===== src/rtl/recon_val_reader.sv =====
// Streams a reconstructed val frame out of the spike accumulator's read port as pixel beats.
// Optional RECON_STATS_EN adds a saturating per-frame count of no-spike (255) pixels.
module recon_val_reader #(
  parameter int unsigned LINES        = 5000,
  parameter int unsigned PIX_PER_LINE = 50,
  parameter int unsigned PIX_W        = 8,
  parameter int unsigned BEAT_PIX     = 5,
  parameter int unsigned RD_LAT       = 1
) (
  input  logic                             clk_200M,
  input  logic                             rst_200M,
  input  logic                             save_done,
  output logic [12:0]                      addr_q,
  output logic                             ce0,
  input  logic [PIX_PER_LINE*PIX_W-1:0]    q0,
  output logic [BEAT_PIX*PIX_W-1:0]        m_data,
  output logic                             m_valid,
  input  logic                             m_ready,
  output logic                             m_sof,
  output logic                             m_eol,
  output logic                             m_eof,
  output logic                             busy,
  output logic                             frame_drop
`ifdef RECON_STATS_EN
  ,
  output logic [15:0]                      stat_nospike,
  output logic                             stat_valid
`endif
);

  localparam int unsigned AW     = 13;
  localparam int unsigned LINE_W = PIX_PER_LINE * PIX_W;
  localparam int unsigned BEAT_W = BEAT_PIX * PIX_W;
  localparam int unsigned BEATS  = PIX_PER_LINE / BEAT_PIX;
  localparam int unsigned BW     = (BEATS > 1) ? $clog2(BEATS) : 1;

  typedef enum logic [1:0] {StIdle, StFetch, StDrain} state_e;

  state_e            r_state, w_state_d;
  logic              r_ce0;
  logic [AW-1:0]     r_addr, r_rd_line, r_out_line;
  logic [RD_LAT-1:0] r_lat;
  logic [LINE_W-1:0] r_buf [2];
  logic              r_head, r_tail;
  logic [1:0]        r_cnt;
  logic [BW-1:0]     r_beat;
  logic              r_busy, r_drop;

  logic              w_cap, w_valid, w_acc, w_pop, w_eof_acc, w_start;
  logic              w_last_beat, w_last_line, w_room, w_issue;
  logic [AW-1:0]     w_issue_addr;
  logic [2:0]        w_occ_next, w_infl;
  logic [LINE_W-1:0] w_head_line;
  logic [BEAT_W-1:0] w_beat_data;

  assign w_cap       = r_lat[RD_LAT-1];
  assign w_valid     = (r_cnt != 2'd0);
  assign w_head_line = r_buf[r_head];
  assign w_last_beat = (r_beat == BW'(BEATS - 1));
  assign w_last_line = (r_out_line == AW'(LINES - 1));
  assign w_acc       = w_valid & m_ready;
  assign w_pop       = w_acc & w_last_beat;
  assign w_eof_acc   = w_pop & w_last_line;
  assign w_start     = (r_state == StIdle) & save_done;

  always_comb begin
    w_beat_data = '0;
    for (int k = 0; k < int'(BEATS); k++) begin
      if (r_beat == BW'(k)) w_beat_data = w_head_line[k*BEAT_W +: BEAT_W];
    end
  end

  // Slot accounting looks one cycle ahead so a freed slot is refilled without a bubble.
  always_comb begin
    w_occ_next = 3'(r_cnt) + 3'(w_cap) - 3'(w_pop);
    w_infl     = 3'(r_ce0);
    for (int i = 0; i < int'(RD_LAT) - 1; i++) w_infl = w_infl + 3'(r_lat[i]);
    w_room     = (w_occ_next + w_infl) < 3'd2;
  end

  always_comb begin
    w_state_d    = r_state;
    w_issue      = 1'b0;
    w_issue_addr = r_rd_line;
    unique case (r_state)
      StIdle: begin
        if (save_done) begin
          w_issue      = 1'b1;
          w_issue_addr = '0;
          w_state_d    = (LINES == 1) ? StDrain : StFetch;
        end
      end
      StFetch: begin
        if (w_room) begin
          w_issue = 1'b1;
          if (r_rd_line == AW'(LINES - 1)) w_state_d = StDrain;
        end
      end
      StDrain: begin
        if (w_eof_acc) w_state_d = StIdle;
      end
      default: w_state_d = StIdle;
    endcase
  end

  always_ff @(posedge clk_200M) begin
    if (rst_200M) begin
      r_state    <= StIdle;
      r_ce0      <= 1'b0;
      r_addr     <= '0;
      r_rd_line  <= '0;
      r_lat      <= '0;
      r_head     <= 1'b0;
      r_tail     <= 1'b0;
      r_cnt      <= 2'd0;
      r_beat     <= '0;
      r_out_line <= '0;
      r_busy     <= 1'b0;
      r_drop     <= 1'b0;
    end else begin
      r_state <= w_state_d;
      r_ce0   <= w_issue;
      if (w_issue) begin
        r_addr    <= w_issue_addr;
        r_rd_line <= w_issue_addr + AW'(1);
      end
      r_lat[0] <= r_ce0;
      for (int i = 1; i < int'(RD_LAT); i++) r_lat[i] <= r_lat[i-1];
      if (w_cap) r_tail <= ~r_tail;
      r_cnt <= w_occ_next[1:0];
      if (w_acc) begin
        if (w_last_beat) begin
          r_beat     <= '0;
          r_head     <= ~r_head;
          r_out_line <= w_last_line ? '0 : r_out_line + AW'(1);
        end else begin
          r_beat <= r_beat + BW'(1);
        end
      end
      if (w_start)        r_busy <= 1'b1;
      else if (w_eof_acc) r_busy <= 1'b0;
      r_drop <= save_done & r_busy;
    end
  end

  // Line storage needs no reset: occupancy alone decides what is valid.
  always_ff @(posedge clk_200M) begin
    if (w_cap) r_buf[r_tail] <= q0;
  end

  assign addr_q     = r_addr;
  assign ce0        = r_ce0;
  assign m_valid    = w_valid;
  assign m_data     = w_valid ? w_beat_data : '0;
  assign m_sof      = w_valid & (r_out_line == '0) & (r_beat == '0);
  assign m_eol      = w_valid & w_last_beat;
  assign m_eof      = w_valid & w_last_beat & w_last_line;
  assign busy       = r_busy;
  assign frame_drop = r_drop;

`ifdef RECON_STATS_EN
  logic [15:0] r_stat;
  logic        r_stat_valid;
  logic [7:0]  w_n255;
  logic [16:0] w_stat_sum;

  always_comb begin
    w_n255 = 8'd0;
    for (int k = 0; k < int'(BEAT_PIX); k++) begin
      if (m_data[k*PIX_W +: PIX_W] == {PIX_W{1'b1}}) w_n255 = w_n255 + 8'd1;
    end
    w_stat_sum = {1'b0, r_stat} + 17'(w_n255);
  end

  always_ff @(posedge clk_200M) begin
    if (rst_200M) begin
      r_stat       <= 16'd0;
      r_stat_valid <= 1'b0;
    end else begin
      r_stat_valid <= w_eof_acc;
      if (w_start)    r_stat <= 16'd0;
      else if (w_acc) r_stat <= w_stat_sum[16] ? 16'hFFFF : w_stat_sum[15:0];
    end
  end

  assign stat_nospike = r_stat;
  assign stat_valid   = r_stat_valid;
`endif

endmodule


===== config.mk =====
export PLATFORM = sky130hd
export DESIGN_NAME = recon_val_reader
export DESIGN_NICKNAME = d
export VERILOG_FILES = /design/src/rtl/recon_val_reader.sv
export SDC_FILE = /design/constraint.sdc
export NUM_CORES = 1
export LEC_CHECK = 0
export BUFFER_PORTS_ARGS = -buffer_cell sky130_fd_sc_hd__buf_4
export CAP_MARGIN = 30
export CORE_MARGIN = 2
export CORE_UTILIZATION = 55
export DETAILED_ROUTE_END_ITERATION = 16
export PLACE_DENSITY = 0.77
export SYNTH_ARGS = -nofsm -noshare
export SYNTH_HDL_FRONTEND = slang
export SYNTH_SLANG_ARGS = --single-unit

===== constraint.sdc =====
create_clock -name clk_200M -period 23.4 [get_ports clk_200M]
set_input_delay 2.34 -clock clk_200M [delete_from_list [all_inputs] [get_ports clk_200M]]
set_output_delay 2.34 -clock clk_200M [all_outputs]
set_load 0.01 [all_outputs]

# Yosys cells after proc, flatten, opt, wreduce, memory -nomap -nowiden
# Memory sizes are Yosys's and may differ from the RTL's. A register that Yosys moved wholly into a read port is not among the register bits.
# Index checks and enable logic that the tools add are counted.
[totals]
mem_bits_rw = 800
mem_count = 1
output_inout_bits = 60
in_bits = 404
wordCells = 84
ff_bits = 53
[classes]
n_addsub = 6
bitwise_logic = 11
n_reduce_logical = 7
n_mux = 29
n_eq_ne = 17
magnitude_cmp = 1
[mem_list]
columns = ["memory", "depth", "width", "read_ports", "rd_clocked_by_memory_dff", "wr", "line_no", "source"]
rows = [
  ["r_buf", 2, 400, 1, 1, 1, "43", "logic [LINE_W-1:0] r_buf [2];"],
]
[op_table]
columns = ["operator", "count"]
rows = [
  ["$mux W40", 11],
  ["$mux W13", 3],
  ["$add A13 B1 Y13 const B", 2],
  ["$eq A13 B13 Y1 const B", 2],
  ["$eq A4 B3 Y1 const B", 4],
  ["$logic_not A13 Y1", 1],
  ["$and A1 B1 Y1", 9],
  ["$eq A4 B2 Y1 const B", 2],
  ["$eq A4 B4 Y1 const B", 2],
  ["$mux W1", 8],
  ["$mux W2", 4],
  ["$ne A2 B2 Y1 const B", 4],
  ["$pmux W2 S3", 1],
  ["$add A4 B1 Y4 const B", 1],
  ["$eq A4 B1 Y1 const B", 1],
  ["$logic_not A4 Y1", 1],
  ["$mux W4", 1],
  ["$reduce_and A4 Y1", 1],
  ["$reduce_bool A2 Y1", 2],
  ["$add A2 B1 Y3", 1],
  ["$add A3 B1 Y3", 1],
  ["$lt A3 B2 Y1 const B", 1],
  ["$sub A3 B1 Y3", 1],
  ["$eq A2 B1 Y1 const B", 1],
  ["5 further kinds", 6],
]

# Depth between registers and ports, before layout
[logic_depth]
word_depth = 12
mapped_depth = 18
depth_no_buf = 15

# Least setup slack after synthesis
# Ideal clock, no wire load.
[synth_path]
kind = "reg2reg"
startpoint = "register r_tail"
endpoint = "memory r_buf[0][0] in the netlist's numbering (enable)"
synth_period_minus_slack_ns = 19.153
required_ns = 22.181
path_slack_ns = 4.247
setup_ns = 1.219
stages_incl_launch_ff = 2
t_arrival_ns = 17.934
path_buffers = 0
cell_sequence = "dfxtp_1 nor2b_1"
[synth_rtl]
columns = ["item", "line_no", "source"]
rows = [
  ["from (decl)", "44", "logic r_head, r_tail;"],
  ["from (signal assigned)", "129", "if (w_cap) r_tail <= ~r_tail;"],
  ["to (decl)", "43", ""],
]
# Straight into the memory's write port.

==> results_dict.tcl <==
set metrics [dict create \
    status "complete, no violations" \
    numCtsBuffers 85 \
    dieArea_um2 63300 \
    clk_latency_ns 0.62 \
    critical_path_class "reg -> out" \
    grt_usage_pct 27.0 \
    start_kind "flip-flop" \
    drc 0 \
    critPathCapture "m_data[29]" \
    cts_resized 0 \
    postSynthCellCount 2026 \
    ff2ff_setup_slack_ns 18.14 \
    r2r-start "r_beat[0]$_SDFFE_PP0P_" \
    fin_crit_ns 7.10 \
    ys_seq_elements 854 \
    tightest_slew_ns 1.04 \
    yosys.cell_types.count 59 \
    cts_sinks 854 \
    ios 464 \
    crit_path_end_kind "output pin" \
    worstRegToRegCells 16 \
    htree_levels 3 \
    maxSlewHeadroom_pct 30.1 \
    synth_edf_count 800 \
    grt_max_degree 181 \
    antenna_left 0 \
    dp_hpwl_um 57800 \
    cp.required_ns 21.06 \
    finalCritPeriodShare_pct 30.3 \
    power_leakage_nw 13.3 \
    row_count 90 \
    cts_root_buf "clkbuf_16" \
    drt-wirelength-per-cell_um 25.9 \
    overflow 0 \
    vias_per_cell 6.06 \
    grt_pass1_wl_um 126000 \
    first_pass_iters 5 \
    final_common_cell "edfxtp_1" \
    synth_area_um2 33700 \
    min_from "addr_q[1]$_SDFFE_PP0P_" \
    setup_violations 0 \
    ys_seq_area_share_pct 74.4 \
    synth_flop_cell "edfxtp_1" \
    max-vdd-ir-drop_v 0.0000674 \
    drt_iter0_markers 1992 \
    synth_nets 2437 \
    final_cell_mix "edfxtp_1 (800), buf_4 (491), mux2i_1 (342), o22ai_1 (120), a21oi_1 (89)" \
    cts_tree "built" \
    clk_path_buf_depth 3 \
    whs_ns 0.458 \
    core_area_um2 60500 \
    power_density_nw_per_um2 78.1 \
    yosysWarnings 0 \
    antenna_found_initial 38 \
    portBuffers 463 \
    start_util_pct 55.8 \
    syn-mean-instance-area_um2 16.7 \
    dr_total_vias 20400 \
    rsz0062_at_grt "false" \
    worstPathMaxFanout 118 \
    holdBufCountCts 0 \
    report.final.slew_viol_count 0 \
    cap_violations 0 \
    die_h_um 252 \
    place.gp.congestion 0.868 \
    hold_violations 0 \
    drt-total-wl_um 87000 \
    final_layout_size_suffix_gt1_share_pct 27.1 \
    cp.arrival_ns 4.76 \
    fmax_ghz 0.141 \
    cts_setup_buffers 0 \
    die_w_um 252 \
    syn2layout_area_growth_pct 21.2 \
    async_reset_ff_share_pct 0 \
    path_clk_slew_ns 0.06 \
    hp-class "reg -> reg" \
    grt_pass1_vias 20300 \
    finClkSkew_ns 0.00747 \
    nNetsFinal 2900 \
    r2r_end "r_rd_line[12]$_SDFFE_PP0P_" \
    fin_setup_tns_ns 0 \
]
worst min path at each step:
| stage | to | slack, ns | depth (start not counted) |
|---|---|---|---|
| 2_1_floorplan | addr_q[12]$_SDFFE_PP0P_ | 0.45 | 2 |
| 3_3_place_gp | addr_q[0]$_SDFFE_PP0P_ | 0.45 | 2 |
| 3_5_place_dp | addr_q[1]$_SDFFE_PP0P_ | 0.45 | 2 |
| 4_1_cts | addr_q[1]$_SDFFE_PP0P_ | 0.46 | 2 |
| 5_1_grt | addr_q[5]$_SDFFE_PP0P_ | 0.48 | 2 |
| 6_report | addr_q[1]$_SDFFE_PP0P_ | 0.46 | 2 |
sequential cells by signal, indices dropped and copies added, names as in the netlist, 2 cells and up, named ones only:
name        flops
addr_q         13
r_beat          4
r_buf         800
r_cnt           2
r_out_line     13
r_rd_line      13
r_state         2
cells by family after synthesis:
group	share of synthesized area, %
adders and majority gates	0.282
xor gates and xnor gates	0.719
muxes	12.0
buffers and inverters	1.74
DFF	74.4
AOI/OAI and AO/OA	7.54
and+or+nand+nor	3.30
critical path: stages, from the launching register on:
cell and delay, ns:
dfxtp_4 0.57, buf_12 0.61, buf_4 0.83, buf_4 0.80, mux2i_1 0.36, o22ai_1 0.11
o22ai_1 0.16, o2111ai_1 0.25, o2bb2ai_1 0.22, buf_4 0.18
metrics by stage:
| step | area, um2 | util [%] | total power, mW | std cells | worst slack, ns |
|---|---|---|---|---|---|
| 2_1_floorplan | 33700 | - | 1.85 | 2026 | 4.25 |
| 3_3_place_gp | 38000 | 62.8 | 1.92 | 3173 | 16.98 |
| 3_5_place_dp | 38200 | 63.1 | 1.93 | 3181 | 16.92 |
| 4_1_cts | 40800 | 67.5 | 3.21 | 3332 | 16.23 |
| 5_1_grt | 40900 | 67.6 | 3.28 | 3360 | 16.01 |
| 6_report | 40900 | 67.6 | 3.19 | 3363 | 16.30 |
routing by layer:
layer | track usage [%] | up-vias | part of all wire, %
met1 | 36.6 | 10200 | 39
met5 | 0 | - | 0.14
li1 | - | 9042 | -
met4 | 12.2 | 18 | 3.9
met3 | 6.24 | 191 | 9.1
met2 | 42.0 | 962 | 47
cell usage after synthesis (33+ instances only):
cell type,number,area (um2)
o22ai_1,120,751
edfxtp_1,800,24000
mux2i_1,342,3420
nor2_1,40,150
nor3_1,33,165
clkbuf_1,78,293
nand2_1,61,229
o21ai_0,37,185
buf_2,44,220
a21oi_1,89,445
dfxtp_1,54,1080
mux2_2,56,631
area by class of cell:
type / instances / area [um2]
Clock inverter: 39 / 305
Sequential cell: 854 / 25100
Inverter: 13 / 48.8
Multi-Input combinational cell: 1030 / 8110
Tap cell: 782 / 978
Clock buffer: 112 / 2310
Fill cell: 3955 / 19600
Antenna cell: 28 / 70.1
Timing Repair Buffer: 505 / 3940
where the power goes:
group	leakage [nW]	internal, mW	switching [mW]
clock	1.28	0.738	0.551
sequential	7.71	1.72	0.0116
combinational	4.34	0.0789	0.0955
(Power assumes the default switching activity.)
